File: src/rtl/serializador_msj.sv
// ---------------------------------------------------------------------------
// serializador_msj
//   Async-serial transmitter for the 8-bit message byte. A one-cycle `send`
//   while idle latches `data_input` and emits a frame on `tx`:
//   start (0), 8 data bits LSB first, optional even-parity bit, stop (1).
//   Each bit is held for CLKS_PER_BIT clock cycles.
//
//   Ports
//     clk         system clock, rising edge
//     reset       synchronous active-high reset
//     data_input  byte to transmit, sampled only on the accepting edge
//     send        transmit request, honoured only while ready=1
//     tx          serial line, idles high
//     ready       idle and able to accept send
//     busy        frame in progress (inverse of ready)
//     done        one-cycle pulse on the edge the stop bit completes
//
//   State | meaning
//   ------+----------------------------------------------------
//   IDLE  | line high, waiting for send
//   START | start bit (0) on the line
//   DATA  | data bit idx_q on the line, LSB first
//   PARITY| even-parity bit on the line (PARITY_EN=1 only)
//   STOP  | stop bit (1) on the line; exits to IDLE with done
// ---------------------------------------------------------------------------
module serializador_msj #(
  parameter int CLKS_PER_BIT = 16,
  parameter bit PARITY_EN    = 1'b0
) (
  input  logic       clk,
  input  logic       reset,
  input  logic [7:0] data_input,
  input  logic       send,
  output logic       tx,
  output logic       ready,
  output logic       busy,
  output logic       done
);

  localparam int            CW       = (CLKS_PER_BIT > 1) ? $clog2(CLKS_PER_BIT) : 1;
  localparam logic [CW-1:0] CNT_LAST = CW'(CLKS_PER_BIT - 1);

  typedef enum logic [2:0] {
    S_IDLE,
    S_START,
    S_DATA,
    S_PARITY,
    S_STOP
  } state_e;

  state_e        state_q, state_d;
  logic [CW-1:0] cnt_q, cnt_d;
  logic [2:0]    idx_q, idx_d;
  logic [7:0]    shift_q, shift_d;
  logic          par_q, par_d;
  logic          tx_q, tx_d;
  logic          ready_q, ready_d;
  logic          busy_q, busy_d;
  logic          done_q, done_d;
  logic          bit_end;

  // Last cycle of the current serial bit; the next bit is loaded on this edge.
  assign bit_end = (cnt_q == CNT_LAST);

  always_ff @(posedge clk) begin
    if (reset) begin
      state_q <= S_IDLE;
      cnt_q   <= '0;
      idx_q   <= '0;
      shift_q <= '0;
      par_q   <= 1'b0;
      tx_q    <= 1'b1;
      ready_q <= 1'b1;
      busy_q  <= 1'b0;
      done_q  <= 1'b0;
    end else begin
      state_q <= state_d;
      cnt_q   <= cnt_d;
      idx_q   <= idx_d;
      shift_q <= shift_d;
      par_q   <= par_d;
      tx_q    <= tx_d;
      ready_q <= ready_d;
      busy_q  <= busy_d;
      done_q  <= done_d;
    end
  end

  always_comb begin
    state_d = state_q;
    cnt_d   = cnt_q;
    idx_d   = idx_q;
    shift_d = shift_q;
    par_d   = par_q;
    tx_d    = tx_q;
    ready_d = ready_q;
    busy_d  = busy_q;
    done_d  = 1'b0;

    // Bit-period divider free-runs while a frame is active.
    if (state_q != S_IDLE) begin
      cnt_d = bit_end ? '0 : cnt_q + 1'b1;
    end

    unique case (state_q)
      S_IDLE: begin
        tx_d    = 1'b1;
        ready_d = 1'b1;
        busy_d  = 1'b0;
        cnt_d   = '0;
        idx_d   = '0;
        if (send) begin
          shift_d = data_input;
          par_d   = ^data_input;
          state_d = S_START;
          tx_d    = 1'b0;
          ready_d = 1'b0;
          busy_d  = 1'b1;
        end
      end

      S_START: begin
        if (bit_end) begin
          // The shift register always presents the next data bit at [0].
          state_d = S_DATA;
          idx_d   = '0;
          tx_d    = shift_q[0];
          shift_d = shift_q >> 1;
        end
      end

      S_DATA: begin
        if (bit_end) begin
          if (idx_q == 3'd7) begin
            if (PARITY_EN) begin
              state_d = S_PARITY;
              tx_d    = par_q;
            end else begin
              state_d = S_STOP;
              tx_d    = 1'b1;
            end
          end else begin
            idx_d   = idx_q + 3'd1;
            tx_d    = shift_q[0];
            shift_d = shift_q >> 1;
          end
        end
      end

      S_PARITY: begin
        if (bit_end) begin
          state_d = S_STOP;
          tx_d    = 1'b1;
        end
      end

      S_STOP: begin
        if (bit_end) begin
          state_d = S_IDLE;
          tx_d    = 1'b1;
          ready_d = 1'b1;
          busy_d  = 1'b0;
          done_d  = 1'b1;
        end
      end

      default: begin
        state_d = S_IDLE;
        tx_d    = 1'b1;
        ready_d = 1'b1;
        busy_d  = 1'b0;
      end
    endcase
  end

  assign tx    = tx_q;
  assign ready = ready_q;
  assign busy  = busy_q;
  assign done  = done_q;

endmodule

File: config.mk
export PLATFORM = sky130hd
export DESIGN_NAME = serializador_msj
export DESIGN_NICKNAME = d
export VERILOG_FILES = /design/src/rtl/serializador_msj.sv
export SDC_FILE = /design/constraint.sdc
export NUM_CORES = 1
export LEC_CHECK = 0
export CAP_MARGIN = 20
export CORE_UTILIZATION = 52
export CTS_CLUSTER_SIZE = 8
export DETAILED_ROUTE_END_ITERATION = 12
export PLACE_DENSITY = 0.88
export SKIP_CTS_REPAIR_TIMING = 1
export SYNTH_ARGS = -nofsm -noshare
export SYNTH_HDL_FRONTEND = slang
export SYNTH_SLANG_ARGS = --single-unit
File: constraint.sdc
create_clock -name clk -period 2 [get_ports clk]
set_input_delay 0.3 -clock clk [delete_from_list [all_inputs] [get_ports clk]]
set_output_delay 0.3 -clock clk [all_outputs]
set_load 0.02 [all_outputs]
Yosys cells after proc, flatten, opt, wreduce, memory -nomap -nowiden
Cells that the tools add are included.
W data, S select, Z words.
- add/sub/neg operators: 2
- muxes and demuxes: 27
- reductions and logical operators: 12
- eq/ne operators: 14
- bitwise gates (word level): 2
- operator list (cell ; number):
    $mux W8 ; 4
    $mux W3 ; 8
    $pmux W8 S3 ; 1
    $pmux W3 S5 ; 1
    $ne A2 B2 Y1 const B ; 7
    $pmux W3 S3 ; 1
    $mux W1 ; 8
    $eq A3 B2 Y1 const B ; 2
    $eq A3 B3 Y1 const B ; 2
    $pmux W1 S3 ; 2
    $reduce_and A6 Y1 ; 1
    $reduce_bool A3 Y1 ; 2
    $reduce_or A2 Y1 ; 3
    $reduce_and A5 Y1 ; 1
    $add A4 B1 Y4 const B ; 1
    $eq A4 B4 Y1 const B ; 1
    $mux W4 ; 1
    $pmux W1 S4 ; 1
    $reduce_and A4 Y1 ; 1
    $add A3 B1 Y3 const B ; 1
    $eq A3 B1 Y1 const B ; 1
    $logic_not A3 Y1 ; 1
    $reduce_and A3 Y1 ; 1
    $reduce_or A3 Y1 ; 1
    other kinds (3) ; 4
- output and inout bits: 4
- word-level logic and storage cells: 65
- flip-flop bits (word level): 22

Longest topological paths before layout
- depth in word-level cells: 4
- gate-level depth with buffers: 6

Least setup slack after synthesis
No wires, ideal clock.
- kind: flip-flop to flip-flop
- start: register idx_q[0]
- end: register shift_q[0]
- data arrival time: 1.659 ns
- path slack: 0.201 ns
- required time: 1.859 ns
- stages on the path, launching flop included: 7
- library setup time: 0.141 ns
- cell sequence: dfxtp_1 -> ha_1 -> ha_1 -> or3b_4 -> or3_4 -> nand2_1 -> a221oi_1
- cells in the longest elaborated chain, start to end: 3
- RTL lines (item ; RTL line ; text):
    start, declared ; 53 ; logic [2:0] idx_q, idx_d;
    start signal, assigned ; 79 ; idx_q <= idx_d;
    $eq A3 B3 Y1 ; 134 ; if (idx_q == 3'd7) begin
    $ne A2 B2 Y1 (no line) ; -- ;
    $reduce_and A5 Y1 (no line) ; -- ;
    end signal, assigned ; 80 ; shift_q <= shift_d;
    end, declared ; 54 ; logic [7:0] shift_q, shift_d;
Every way passes these cells.
A chain may end at the register's enable or synchronous reset.

Worst setup path after layout
- start: register idx_q[0]
- end: register shift_q[7]
The elaborated chain is that of the path after synthesis.

==> key figures <==
Critical path
  • CP Launch Point: idx_q[0]
  • Crit Path Class: reg -> reg
  • Reg-to-reg startpoint: idx_q[0]
  • Nature of the critical path endpoint: register
  • Critical Path Start Type: register
  • Crit-path max FO: 4
  • CP Data Required Time: 2250 ps
  • Worst EP arrival: 2120 ps

Min path
  • Hold Crit Class: reg -> reg
  • Hold path start: cnt_q[0]

Floorplanning
  • Die width: 46.9 um
  • Rows: 15
  • Die ar.: 2200 um2
  • Initial Utilization: 58.3%
  • Number of top-level pins: 15
  • Die Y: 46.9 um
  • Core area: 1800 um2

Power and ir drop
  • Power Dens Cells: 663 nW/um2
  • Maximum VDD drop: 555 uV
  • Pleak: 0.471 nW

Yosys
  • Synth Area in Simple Gates: 20.3%
  • Synth Net Count: 128
  • Post-synthesis compound-gate area fraction: 21.1%
  • Multiplexer share of the synthesized area: 6.67%
  • Mapped Cells: 114
  • Number of synthesized register bits: 22
  • Sequential fraction of the synthesis area: 42.0%
  • Mean Syn Cell Area: 9.21 um2
  • Xor/xnor share of the synthesized area: 2.50%
  • Yosys warnings: 0
  • Post-synthesis adder-cell area fraction: 3.58%
  • Synth unique cells: 35
  • Syn Std Cell Area: 1050 um2
  • Largest family of logic cells by synthesized area: compound AO/OA/AOI/OAI gates

Clock tree
  • CTS H-tree lvls: 1
  • TritonCTS Buffers: 3
  • Root Driver: clkbuf_4
  • CTS tree: yes
  • Clk_lat worst skew: 310 ps
  • Clock Pin Slew Worst Setup and Hold Paths: 120 ps
  • Clk sink count: 22
  • Max Buffers Root-to-Sink: 2

Place
  • Post-Place Cell Area: 1220 um2
  • Buffers on Ports: 14
  • Final RePlAce weighted congestion: 0.855
  • HPWL Detailed: 1.53 mm

Outcome
  • Status: complete, no violations

Layout
  • Nets: 145
  • Antenna diodes: 0
  • Layout area overhead: 20.4%
  • Fill cell count: 159
  • Final instance area: 1260 um2
  • Fraction of layout cells with a size suffix above 1: 12.3%

Timing
  • TNS Setup: 0 ps
  • RSZ-0062 raised after global routing: false
  • Minimum period implied by the final worst setup slack: 1870 ps
  • Final Hold Fails: 0
  • Crit share post-route: 93.7%
  • Fmax: 533 MHz
  • Worst Tran Pin Value: 465 ps
  • Fin. max-slew vios: 0
  • Final Skew: 4.60 ps
  • Relative slew slack: 69.0%
  • # setup viols final: 0

Route
  • DRT iter0 DRCs: 16
  • Final routed DRC violation total: 0
  • Via/cell ratio: 5.85
  • Vias: 906
  • Routed length per placed instance: 13.7 um
  • Antenna Nets Post-Route: 0
  • Drt total wl: 2.12 mm
  • DR pass1 iterations: 4

Global routing
  • GRT overflow: 0
  • Antenna violations before repair: 0
  • Largest net degree at the start of global routing: 13
  • Vias in the first global route: 870
  • First-pass GRT wire length: 3.45 mm
  • Total GRT Usage: 22.4%

Job
  • Max-cap violations: 0
==> sequential cells by signal (all words and copies together) (netlist names) <==
register,flops
cnt_q,4
tx,1
ready,1
busy,1
idx_q,3
state_q,3
done,1
shift_q,8
==> worst paths after layout <==
check	end	slack [ps]	cells past startpoint
worst max-delay path	shift_q[7]	130	6
worst max register to register	shift_q[7]	130	6
worst min-delay path	cnt_q[0]	470	1
worst min register to register	cnt_q[0]	470	1
==> cell usage after synthesis, drive strengths merged <==
master   number  area share, %
mux2i         7            6.7
or3           2            1.7
a21o          4            2.9
or3b          2            1.9
nand4         2            1.2
and3          1           0.60
nand2         3            1.1
nand3b        1           0.72
inv           2           0.72
ha            3            3.6
dfxtp        22             42
buf           3            1.8
a22o          1           0.83
a211o         2            1.7
nor3          6            3.3
a32o          2            1.9
a31oi         1           0.60
xor2          1           0.83
nor2         15            5.6
o21ai         5            2.4
a21boi        1           0.72
xnor2         2            1.7
o2bb2ai       1           0.83
a221oi        7            5.8
nand2b        3            1.8
nand3         5            2.4
clkbuf        4            1.4
a21oi         5            2.7
o21bai        1           0.72
==> final cells by class <==
class | count | area [um2] | area share (%)
multi-input combinational | 83 | 571 | 45.1
sequential | 22 | 440 | 34.9
timing repair buffer | 19 | 178 | 14.1
clock buffer | 4 | 36.3 | 2.87
tap | 25 | 31.3 | 2.48
inverter | 2 | 7.51 | 0.594
==> worst max-delay path, stage by stage (launching register included) <==
cell and delay (ps):
dfxtp_1 350, ha_1 200, ha_1 200, or3b_4 400, or3_4 350, a21o_1 200, a21oi_2 120
==> layout by cell type, fill, tap and decap left out <==
cell             synthesis  final
nand2_2                  0      1
nor3_1                   5      5
a21oi_1                  4      4
a22o_1                   1      1
a32o_1                   2      2
nor2_2                   1      1
nor3_2                   1      1
a21boi_0                 1      1
nand4_1                  2      2
and3_1                   1      1
nand2b_1                 3      3
clkbuf_8                 0      1
or3_4                    1      1
xor2_1                   1      1
nand3_1                  5      5
nor2_1                  14     14
clkbuf_4                 0      3
or3b_2                   1      1
a31oi_1                  1      1
or3b_4                   1      1
clkdlybuf4s50_1          0     14
a21oi_2                  1      1
dfxtp_1                 22     22
o21ai_0                  5      5
nand3b_1                 1      1
a211o_1                  2      2
mux2i_1                  7      7
xnor2_1                  2      2
o21bai_1                 1      1
or3_1                    1      1
nand2_1                  3      2
o2bb2ai_1                1      1
a21o_1                   4      4
inv_1                    2      2
buf_4                    2      5
ha_1                     3      3
a221oi_1                 7      7
==> cells by family (layout without fill, tap and decap cells) <==
group | Yosys count | count (layout)
AOI/OAI and AO/OA | 30 | 30
adders and majority gates | 3 | 3
DFF | 22 | 22
muxes | 7 | 7
buffers and inverters | 9 | 25
and+or+nand+nor | 40 | 40
xor gates and xnor gates | 3 | 3
==> per-stage QoR <==
stage                     total power (W)  setup WS, ps  utilization, %  cells  hold WS, ps
after floorplan                  0.000565           201               -    114          430
after global placement           0.000603           136            68.0    151          442
after detailed placement         0.000607          88.9            68.0    151          462
after CTS                        0.000842          69.5            70.0    155          480
after global routing             0.000873          66.4            70.1    155          497
final                            0.000838           125            70.1    155          474
==> metal layers <==
metal	wire, um	vias to the layer above	GRT usage, %
met2	1020	28	40.0
met5	0	-	0
met1	961	423	25.4
li1	-	450	-
met3	101	5	4.62
met4	39	0	10.3
==> where the power goes <==
group	switching, W	total [W]	internal (W)
clock network	0.000129	0.000240	0.000111
logic	0.0000573	0.000121	0.0000638
registers	0.0000162	0.000477	0.000461
total	0.000202	0.000838	0.000636
Note: power is estimated with default switching activity, not from simulation.
==> patch 1: new RTL, same settings <==
Set the parameter `CLKS_PER_BIT` to 32 (it was 16).
--- a/src/rtl/serializador_msj.sv
+++ b/src/rtl/serializador_msj.sv
@@ -26,3 +26,3 @@
 module serializador_msj #(
-  parameter int CLKS_PER_BIT = 16,
+  parameter int CLKS_PER_BIT = 32,
   parameter bit PARITY_EN    = 1'b0
Formal check against the unedited RTL: same outputs for any inputs over 10 cycles, from zero or initial values and one cycle with reset high; that may be too few to reach the edited logic, so the function may still have changed.
==> patch 1 against the unedited design <==
  * Hold slack gained 8.5 ps
  * Critical path depth grew 2
  * Design area grew 1.8%
  * Routed wire length shrank 12%
  * Power grew 0.42%
  * Clock power shrank 15%
  * Sequential cell count grew 1
  * Setup slack gained 3.1 ps
  * Synthesized area grew 2.3%
  * Combinational power grew 16%
  * Non-clock buffer count shrank 1
==> patch 1: results (changes against the unedited design) <==
share of layout cells above drive strength 1=12.8% (was 12.3%); synth top area cells=dfxtp_1 43%, mux2i_1 6.5%, a211oi_1 4.9% (was dfxtp_1 42%, mux2i_1 6.7%, a221oi_1 5.8%); crit path DAT=2090 ps (was 2120 ps); outcome=finished clean (unchanged); Place WS=88.0 ps (was 88.9 ps); Clock Latency Late Sink=310 ps (about the same); crit path max fanout=16 (was 4); Worst Skew=9.02 ps (was 4.60 ps); DP Area=1250 um2 (was 1220 um2); Hold Crit Class=reg -> reg (unchanged); htree depth=1 (unchanged); DR vias=834 (was 906); Critical Path End=shift_q[0]$_SDFFE_PP0P_ (was shift_q[7]$_SDFFE_PP0P_); number of port buffers=14 (unchanged); initial antenna violation count=0 (unchanged); Post-DP HPWL=1380 um (was 1530 um); Slew HR=66.2% (was 69.0%); routability-driven placement congestion ratio=0.793 (was 0.855); drt first pass iters=4 (unchanged); number of distinct library cells after synthesis=37 (was 35); Clock Tree Buf Depth=2 (unchanged); VDD IR-drop max=0.751 mV (was 0.555 mV); crit path from=cnt_q[0]$_SDFFE_PP0P_ (was idx_q[0]$_SDFFE_PP0P_); ant diodes=0 (unchanged); sequential share of the synthesized area=42.9% (was 42.0%); Mapped Nets=125 (was 128); final net count=141 (was 145); vias in the first global route=723 (was 870); Total GRT Usage=19.3% (was 22.4%); Starting DRT DRC Count=20 (was 16); cts bufs inserted=3 (unchanged); routed length per instance=12.3 um (was 13.7 um); first-pass GRT wire length=3040 um (was 3450 um); static leakage=0.000517 uW (was 0.000471 uW); internal reg-to-reg setup slack=130 ps; worst r2r path cells=8 (was 6); Synth Warn #=0 (unchanged); Fill cells=154 (was 159); largest net degree at the start of global routing=17 (was 13); initial core utilization=55.3% (was 58.3%); Setup WS post-layout=128 ps (was 125 ps); FFs w/ async S/R, synth=0% (unchanged); synth cell count leaders=23 x dfxtp_1, 14 x nor2_1, 7 x a211oi_1, 7 x mux2i_1, 5 x a21oi_1 (was 22 x dfxtp_1, 14 x nor2_1, 7 x a221oi_1, 7 x mux2i_1); biggest regs=shift_q (8), cnt_q (5) (was shift_q (8), cnt_q (4)); largest reg by FF count=shift_q (unchanged); Clock transition at path regs=120 ps (about the same); CTS root buf=clkbuf_4 (unchanged)
-- patch 1: metal layers --
metal	wire, um	track usage [%]	vias up
met1	874	25.2	373
met5	0	0	-
met4	14	5.14	0
met2	878	30.4	27
met3	103	6.79	2
li1	-	-	432
-- patch 1: how the worst min path moves through the flow --
stage / slack (ps) / endpoint / depth (start not counted) / from
floorplan: 420 / cnt_q[0]$_SDFFE_PP0P_ / 1 / cnt_q[0]$_SDFFE_PP0P_
global placement: 430 / cnt_q[0]$_SDFFE_PP0P_ / 1 / cnt_q[0]$_SDFFE_PP0P_
detailed placement: 460 / shift_q[7]$_SDFFE_PP0P_ / 2 / shift_q[7]$_SDFFE_PP0P_
CTS: 480 / shift_q[7]$_SDFFE_PP0P_ / 2 / shift_q[7]$_SDFFE_PP0P_
global route: 510 / cnt_q[0]$_SDFFE_PP0P_ / 1 / cnt_q[0]$_SDFFE_PP0P_
finish: 480 / shift_q[7]$_SDFFE_PP0P_ / 2 / shift_q[7]$_SDFFE_PP0P_
-- patch 1: logic make-up (layout without fill, tap and decap cells) --
logic type | count (synthesis) | after routing | synth area share (%)
compound gates | 25 | 25 | 18.3
xor+xnor | 3 | 3 | 2.45
fa+ha+maj | 4 | 4 | 4.66
buf+inv | 9 | 24 | 4.78
flops | 23 | 23 | 42.9
mux | 8 | 8 | 7.58
simple gates | 38 | 38 | 19.3
-- patch 1: critical path, cell delays in order, from the launching register on --
cell	delay [ps]
dfxtp_1	390
ha_1	200
and3_1	200
ha_4	190
nand4bb_1	160
a31oi_4	220
buf_12	160
nor2_1	50
a211oi_1	220
-- patch 1: cell type report --
class                   count  area (um2)  share of cell area, %
clock inverters             1        5.00                  0.389
well taps                  27        33.8                   2.63
multi-input cells          78         574                   44.6
flip-flops and latches     23         460                   35.8
clock buffers               3        22.5                   1.75
inverters                   2        7.51                  0.584
repair buffers             18         183                   14.2
-- patch 1: through the flow --
stage / hold WS (ps) / std cells / total power (uW) / util [%]
6_report: 482 / 152 / 841 / 66.2
5_1_grt: 510 / 152 / 884 / 66.2
4_1_cts: 482 / 152 / 853 / 65.6
3_5_place_dp: 463 / 148 / 648 / 64.2
3_3_place_gp: 428 / 148 / 642 / 64.2
2_1_floorplan: 418 / 110 / 599 / -
-- patch 1: power breakdown --
part / internal, uW / switching (uW) / total (uW) / leakage, uW
sequential: 481 / 16.4 / 497 / 0.000188
clock: 74.7 / 130 / 205 / 0.0000177
combinational: 76.6 / 63.0 / 140 / 0.000311
==> patch 2: new RTL, config.mk and constraints unchanged <==
Made on the original files. Take the reset off `shift_q` and load it in a clocked block of its own.
--- a/src/rtl/serializador_msj.sv
+++ b/src/rtl/serializador_msj.sv
@@ -69,3 +69,2 @@
       idx_q   <= '0;
-      shift_q <= '0;
       par_q   <= 1'b0;
@@ -79,3 +78,2 @@
       idx_q   <= idx_d;
-      shift_q <= shift_d;
       par_q   <= par_d;
@@ -86,2 +84,6 @@
     end
+  end
+
+  always_ff @(posedge clk) begin
+    shift_q <= shift_d;
   end
Behaviour: same outputs for any inputs over 10 cycles, from zero or initial values and one cycle with reset high; that may be too few to reach the edited logic, so the function may still have changed.
==> patch 2 against the unedited design <==
  * Hold slack got worse by 7.5 ps
  * Count of clock-buffer cells in the layout unchanged
  * Synthesized area increased by 0.60%
  * Power increased by 4.7%
  * Setup slack improved by 25 ps
  * Routed wire length decreased by 12%
  * Sequential cell count unchanged
  * Design area decreased by 1.6%
  * Via count decreased by 15%
  * Critical path type unchanged
  * Critical endpoint is now shift_q[4]$_DFFE_PP_
==> patch 2: results (changes against the unedited design) <==
outcome=finished clean (unchanged); Clock-cell share=2.92% (was 2.87%); Critical Path Max Stage Delay=340 ps (was 400 ps); Post-DP HPWL=1320 um (was 1530 um); worst slew pin tran=507 ps (was 465 ps); met2 Track Usage GR=35.6% (was 40.0%); Mapped Cells=95 (was 114); final net count=125 (was 145); Fill cells=161 (was 159); Non-clk bufs=16 (was 19); internal reg-to-reg setup slack=150 ps (was 130 ps); htree depth=1 (unchanged); met3 Usage GRT=5.38% (was 4.62%); routability-driven placement congestion ratio=0.791 (was 0.855); min Tclk post-route=1850 ps (was 1870 ps); non-clk buf share=12.5% (was 14.1%); Worst Skew=6.31 ps (was 4.60 ps); Critical Path End=shift_q[4]$_DFFE_PP_ (was shift_q[7]$_SDFFE_PP0P_); Hold Path End=cnt_q[0]$_SDFFE_PP0N_ (was cnt_q[0]$_SDFFE_PP0P_); Starting DRT DRC Count=8 (was 16); hold_ws=466 ps (was 474 ps); drt first pass iters=2 (was 4); vias in the first global route=731 (was 870); met1 usage=24.3% (was 25.4%); Multi-In Gates=66 (was 83); final cell count without fillers=135 (was 155); CP top delay family=compound AO/OA/AOI/OAI gates (was simple AND/OR/NAND/NOR gates); DP Area=1210 um2 (was 1220 um2); Total GRT Usage=21.1% (was 22.4%); first-pass GRT wire length=3110 um (was 3450 um); share of layout cells above drive strength 1=12.7% (was 12.3%); crit path DAT=1890 ps (was 2120 ps); number of distinct library cells after synthesis=38 (was 35); wire length on met1=802 um (was 961 um); die area=2220 um2 (was 2200 um2); largest net degree at the start of global routing=16 (was 13); static leakage=0.000456 uW (was 0.000471 uW); layout sequential cell count=22 (unchanged); via/cell ratio=5.70 (was 5.85); area of the multi-input gates=493 um2 (was 571 um2); Mapped Nets=109 (was 128); fraction of area in registers=41.9% (was 34.9%); total length of routed met3 wires=69 um (was 101 um); HP Start=cnt_q[0]$_SDFFE_PP0N_ (was cnt_q[0]$_SDFFE_PP0P_); EDFF count, synth=8 (was 0); drt total wl=1860 um (was 2120 um); sequential share of the synthesized area=49.3% (was 42.0%); Reg2Reg Capture Point=shift_q[4]$_DFFE_PP_ (was shift_q[7]$_SDFFE_PP0P_); synth cell count leaders=14 x dfxtp_1, 8 x edfxtp_1, 5 x a21oi_1, 5 x mux2_1 (was 22 x dfxtp_1, 14 x nor2_1, 7 x a221oi_1, 7 x mux2i_1); VDD IR-drop max=0.405 mV (was 0.555 mV)
[patch 2: cell types whose count changed after synthesis, moves of 3 or more]
cell / change
clkbuf_1: -3
mux2i_1: -4
a21o_1: -3
a221oi_1: -7
edfxtp_1: +8
dfxtp_1: -8
nor2_1: -10
mux2_1: +5
[patch 2: kinds of logic (layout without fill, tap and decap cells)]
group	count (synthesis)	count (layout)	share of synthesized area (%)
AO/OA/AOI/OAI	15	15	9.24
XOR/XNOR	3	3	3.20
adder cells (fa/ha/maj)	3	3	3.55
buffers and inverters	7	22	4.03
flip-flops	22	22	49.3
multiplexers	10	10	10.3
AND/OR/NAND/NOR	35	35	20.4
[patch 2: power breakdown]
| part | switching, uW | internal, uW | total (uW) |
|---|---|---|---|
| sequential | 17.3 | 498 | 515 |
| clock | 137 | 111 | 248 |
| combinational | 49.8 | 64.4 | 114 |
| total | 204 | 673 | 877 |
